--- config.mk ---
export PLATFORM = sky130hd
export DESIGN_NAME = mem_arbiter
export DESIGN_NICKNAME = d
export VERILOG_FILES = /design/src/rtl/s_proc_pkg.sv /design/src/rtl/mem_arb_timer.sv /design/src/rtl/mem_arbiter.sv
export SDC_FILE = /design/constraint.sdc
export NUM_CORES = 1
export LEC_CHECK = 0
export ABC_CLOCK_PERIOD_IN_PS = 1600
export BUFFER_PORTS_ARGS = -buffer_cell sky130_fd_sc_hd__buf_2
export CORE_MARGIN = 2
export CORE_UTILIZATION = 42
export DETAILED_ROUTE_END_ITERATION = 8
export HOLD_SLACK_MARGIN = 0.1
export PLACE_DENSITY = 0.75
export SYNTH_ARGS = -nofsm -noshare
export SYNTH_HDL_FRONTEND = slang
export SYNTH_SLANG_ARGS = --single-unit
export TNS_END_PERCENT = 20
--- constraint.sdc ---
create_clock -name clk -period 1.6 [get_ports clk]
set_clock_uncertainty 0.1 [all_clocks]
set_input_delay 0.32 -clock clk [delete_from_list [all_inputs] [get_ports clk]]
set_output_delay 0.32 -clock clk [all_outputs]
set_load 0.01 [all_outputs]
--- src/rtl/s_proc_pkg.sv ---
// Shared encodings for the CPU/DMA memory arbiter: FSM states, access direction, requester IDs.
// Also carries the round-robin winner pick so the policy lives in one place.
package s_proc_pkg;

   localparam logic [1:0] ST_IDLE   = 2'd0;
   localparam logic [1:0] ST_ACCESS = 2'd1;
   localparam logic [1:0] ST_RESP   = 2'd2;

   localparam logic RW_READ  = 1'b0;
   localparam logic RW_WRITE = 1'b1;

   localparam logic REQ_CPU = 1'b0;
   localparam logic REQ_DMA = 1'b1;

   // On a tie the requester that was not granted last wins; result is a don't-care with no request.
   function automatic logic pick_winner(input logic cpu_req, input logic dma_req,
                                        input logic last_winner);
      if (cpu_req && dma_req)
         return ~last_winner;
      return dma_req ? REQ_DMA : REQ_CPU;
   endfunction

endpackage

--- src/rtl/mem_arb_timer.sv ---
// ACCESS watchdog: counts cycles without mem_rdy, flags the cycle whose increment reaches TIMEOUT.
// Latency: expired is combinational from the count; backpressure: none, enable simply stalls the count.
// Clear has priority over enable.
module mem_arb_timer #(
   parameter int TIMEOUT = 15
) (
   input  logic clk,
   input  logic clr,
   input  logic clear,
   input  logic enable,
   output logic expired
);

   localparam int CW = $clog2(TIMEOUT + 1);

   logic [CW-1:0] count;

   always_ff @(posedge clk or negedge clr) begin
      if (!clr)
         count <= '0;
      else if (clear)
         count <= '0;
      else if (enable && !expired)
         count <= count + CW'(1);
   end

   // Looking one step ahead keeps ACCESS at exactly TIMEOUT cycles when mem_rdy never arrives.
   assign expired = (count == CW'(TIMEOUT - 1));

endmodule

--- src/rtl/mem_arbiter.sv ---
// Round-robin CPU/DMA arbiter for one shared memory port (IDLE -> ACCESS -> RESP).
// Latency: done two cycles after req is sampled when mem_rdy comes in the first ACCESS cycle.
// Backpressure: mem_rdy holds ACCESS up to TIMEOUT cycles, then completes with err; req held until done.
module mem_arbiter
   import s_proc_pkg::*;
#(
   parameter int ADDR_W  = 8,
   parameter int DATA_W  = 8,
   parameter int TIMEOUT = 15
) (
   input  logic              clk,
   input  logic              clr,
   input  logic              cpu_req,
   input  logic              dma_req,
   input  logic              cpu_rw,
   input  logic              dma_rw,
   input  logic [ADDR_W-1:0] cpu_addr,
   input  logic [ADDR_W-1:0] dma_addr,
   input  logic [DATA_W-1:0] cpu_wdata,
   input  logic [DATA_W-1:0] dma_wdata,
   output logic              cpu_gnt,
   output logic              dma_gnt,
   output logic              cpu_done,
   output logic              dma_done,
   output logic              cpu_err,
   output logic              dma_err,
   output logic [DATA_W-1:0] cpu_rdata,
   output logic [DATA_W-1:0] dma_rdata,
   output logic              mem_cs,
   output logic              mem_rw,
   output logic [ADDR_W-1:0] mem_addr,
   output logic [DATA_W-1:0] mem_wdata,
   input  logic [DATA_W-1:0] mem_rdata,
   input  logic              mem_rdy
);

   logic [1:0]        state;
   logic              last_winner;
   logic              rw_q;
   logic [ADDR_W-1:0] addr_q;
   logic [DATA_W-1:0] wdata_q;
   logic              err_q;
   logic              win;
   logic              tmr_expired;
   logic              in_access;
   logic              in_resp;

   assign win       = pick_winner(cpu_req, dma_req, last_winner);
   assign in_access = (state == ST_ACCESS);
   assign in_resp   = (state == ST_RESP);

   mem_arb_timer #(.TIMEOUT(TIMEOUT)) u_timer (
      .clk     (clk),
      .clr     (clr),
      .clear   (!in_access),
      .enable  (in_access && !mem_rdy),
      .expired (tmr_expired)
   );

   // last_winner doubles as the owner of the transaction in flight.
   always_ff @(posedge clk or negedge clr) begin
      if (!clr) begin
         state       <= ST_IDLE;
         last_winner <= REQ_DMA;
         rw_q        <= RW_READ;
         addr_q      <= '0;
         wdata_q     <= '0;
         err_q       <= 1'b0;
         cpu_rdata   <= '0;
         dma_rdata   <= '0;
      end else begin
         case (state)
            ST_IDLE: begin
               if (cpu_req || dma_req) begin
                  state       <= ST_ACCESS;
                  last_winner <= win;
                  rw_q        <= (win == REQ_DMA) ? dma_rw    : cpu_rw;
                  addr_q      <= (win == REQ_DMA) ? dma_addr  : cpu_addr;
                  wdata_q     <= (win == REQ_DMA) ? dma_wdata : cpu_wdata;
               end
            end
            ST_ACCESS: begin
               if (mem_rdy) begin
                  state <= ST_RESP;
                  err_q <= 1'b0;
                  if (rw_q == RW_READ) begin
                     if (last_winner == REQ_DMA)
                        dma_rdata <= mem_rdata;
                     else
                        cpu_rdata <= mem_rdata;
                  end
               end else if (tmr_expired) begin
                  state <= ST_RESP;
                  err_q <= 1'b1;
               end
            end
            ST_RESP: state <= ST_IDLE;
            default: state <= ST_IDLE;
         endcase
      end
   end

   assign mem_cs    = in_access;
   assign mem_rw    = rw_q;
   assign mem_addr  = addr_q;
   assign mem_wdata = wdata_q;

   assign cpu_gnt  = (in_access || in_resp) && (last_winner == REQ_CPU);
   assign dma_gnt  = (in_access || in_resp) && (last_winner == REQ_DMA);
   assign cpu_done = in_resp && (last_winner == REQ_CPU);
   assign dma_done = in_resp && (last_winner == REQ_DMA);
   assign cpu_err  = cpu_done && err_q;
   assign dma_err  = dma_done && err_q;

endmodule
==> results.ini <==
[routing]
via_per_inst = 4.953
avgRoutedWirePerCell_um = 12.85
dr.pass1.iters = 4
postRouteWirelength_um = 4113
dr_total_vias = 1585
ant_nets = 0
drt_iter0_drc = 56
remaining_drc_errors = 0

[power_and_ir_drop]
p_leak_uw = 0.001457
ir_drop_uv = 810.4
power_density_nw_per_um2 = 1807

[synth]
synth_top_area_cell = dfrtp_1
synth_fa_ha_area_frac = 0.03873
synth_top_family_by_area = multiplexers
synth_area_leaders = dfrtp_1 52%, mux2_2 9.9%, mux2i_1 9.8%, nand2_1 4.5%, ha_1 3.9%
synth_fp_nets = 217
synthCells = 164
yosysWarnings = 0
synth_area_um2 = 1938
synth_seq_cells = 41
synth-compound-area-share = 0.08909
yosysSeqAreaShare = 0.5300
synth_top_area_frac = 0.5165
synthDistinctLibCells = 31
synth_mux_area_frac = 0.1969
synth_xor_area_frac = 0
avgSynthCellArea_um2 = 11.82
synth-simple-area-share = 0.1020

[sta]
final-max-slew-violation-count = 0
slew_headroom = 0.8030
finalSetupViolations = 11
worstMarginPinSlew_ns = 0.2955
max_freq_ghz = 0.5729
report.final.hold_viol_count = 0
min_period_ns = 1.746
layout_setup_ws_ns = -0.1455
fin_crit_sh = 1.091
rsz0062_at_grt = yes

[final_layout]
final_area_um2 = 2786
syn_to_final_growth_pct = 43.77
fillers = 357
antennaDiodeCount = 0
utilization = 0.6312
final_net_count = 320
drive_gt1_frac = 0.5373

[placement]
portBuffers = 86
gp_congestion = 0.7969
post-dp-hpwl_um = 3035
dpl_cell_area_um2 = 2527

[die]
core_um2 = 4414
io_pins = 87
dieArea_um2 = 5174
die_h_um = 71.93
rows = 24
fp.dieW_um = 71.93
start_util = 0.4391

[cts]
cts_buffers = 5
cts_max_level = 2
cts_tree = done
cts.sinks = 41
clk_pin_slew_ns = 0.07
cts_buffer_depth = 2
clock_latency_ns = 0.29
cts_root_buf = clkbuf_8

[critical_path]
path_class = reg -> out
r2r-end = state[1]
crit_path_cell_trace = buf_6 > inv_6 > ha_4 > and2_4 > buf_6
cp.arrival_ns = 1.33
required_ns = 1.18
critPathLaunchType = flop
r2r_slack_ns = -0.03
cp_slowest_cell = dfrtp_1
rr_startpoint = state[0]
cp-end-kind = output port
reg2reg_depth = 5
cp_common_cell = buf_6
critPathMaxStageDelay_ns = 0.40
crit_fanout = 2

[grt]
antenna_found_initial = 0
first_global_vias = 1556
grt_util_all_layers = 0.1681
grt_pass1_wl_um = 6817
grt-ovfl-total = 0
grt_max_degree = 35

[min_path]
hold_class = in -> reg
whs_endpoint = last_winner
hp-start = cpu_req
hold-path-cell-count = 2

[outcome]
violations = negative setup slack
outcome = finished with violations

[job]
cap_violations = 0

==> layout by cell type, fill, tap and decap left out, drive strengths merged, types with 2 or more instances in the layout <==
cell / Yosys / routed
nand4b: 2 / 2
mux2i: 19 / 19
and2: 3 / 3
inv: 5 / 5
clkbuf: 1 / 7
nor2: 2 / 2
dfrtp: 40 / 40
buf: 6 / 102
o21ai: 21 / 21
nand4: 2 / 2
a21oi: 4 / 4
mux2: 17 / 17
ha: 6 / 6
nand2: 23 / 23
nor2b: 2 / 2
==> flip-flops by register name (all words and copies together) (netlist names) <==
signal and flops:
cpu_rdata 8, dma_rdata 8, err_q 1, last_winner 1, mem_addr 8, mem_rw 1
mem_wdata 8, state 2, u_timer.count 4
==> synth_stat cells (all sizes together) <==
cell	count
nor2b	2
buf	6
o22ai	1
and2	3
nor2	2
ha	6
nand4b	2
o22a	1
a22oi	1
clkbuf	1
nor3	1
a41oi	1
a21bo	1
mux2i	19
a21oi	4
nand2	23
nand3	1
o21ai	21
mux2	17
dfrtp	40
a31oi	1
inv	5
and2b	1
nand4	2
dfstp	1
and3	1
==> per-layer routing <==
metal | track usage | up-vias | wire length (um)
met5 | 0 | - | 0
met1 | 0.2031 | 728 | 1759
met3 | 0.03333 | 5 | 264
li1 | - | 779 | -
met2 | 0.2973 | 73 | 2040
met4 | 0.06289 | 0 | 48
==> power breakdown <==
part | internal, uW | leakage (uW) | switching (uW)
logic | 1270 | 0.000891 | 1150
registers | 1500 | 0.000508 | 250
clock network | 509 | 0.0000585 | 348
total | 3290 | 0.00146 | 1750
==> worst max path at each step <==
stage                               to  slack [ns]  startpoint  depth (start not counted)
final                          dma_gnt       -0.15    state[0]                          5
after global routing           cpu_gnt       -0.20    state[0]                          5
after CTS                      dma_gnt       -0.15    state[0]                          5
after detailed placement  dma_rdata[3]       -0.08    state[1]                          5
after global placement    dma_rdata[2]       -0.02    state[1]                          5
after floorplan           cpu_rdata[0]      -0.006    state[1]                          5
==> per-stage QoR <==
| step | TNS [ns] | total power [uW] | hold WS (ns) | instances | setup slack, ns |
|---|---|---|---|---|---|
| 2_1_floorplan | -0.04739 | 3001 | -0.07559 | 164 | -0.005627 |
| 3_3_place_gp | -0.1391 | 3792 | 0.1973 | 309 | -0.01798 |
| 3_5_place_dp | -0.6862 | 3863 | 0.2007 | 309 | -0.08219 |
| 4_1_cts | -0.8724 | 4911 | 0.1353 | 320 | -0.1471 |
| 5_1_grt | -2.067 | 5377 | 0.1493 | 320 | -0.2003 |
| 6_report | -0.7967 | 5034 | 0.1419 | 320 | -0.1455 |
==> cell families after synthesis <==
group,after synthesis
AOI/OAI and AO/OA,31
adders and majority gates,6
buffers and inverters,12
DFF,41
muxes,36
and+or+nand+nor,38
==> worst max-delay path, delay by kind of cell, from the launching register on <==
family                   cells  cell delay (ns)
adder cells (fa/ha/maj)      1             0.20
buffers and inverters        3             0.30
flip-flops                   1             0.40
AND/OR/NAND/NOR              1             0.13
==> cell type report <==
| type | count | area, um2 | share of cell area |
|---|---|---|---|
| clock buffers | 7 | 86.33 | 0.03098 |
| repair buffers | 103 | 624.3 | 0.2241 |
| well taps | 52 | 65.06 | 0.02335 |
| multi-input cells | 111 | 929.6 | 0.3336 |
| flip-flops and latches | 41 | 1027 | 0.3687 |
| inverters | 5 | 23.77 | 0.008532 |
| clock inverters | 1 | 30.03 | 0.01078 |
==> what timing repair did <==
action,CTS,global route
hold endpoints to repair,40,0
hold buffers,1,0
setup buffers,2,0
gates resized for setup,12,15
endpoints found under the setup margin,24,34
cloned,0,0
pin swaps,5,3
No activity file was read; power rests on OpenSTA's default activity.
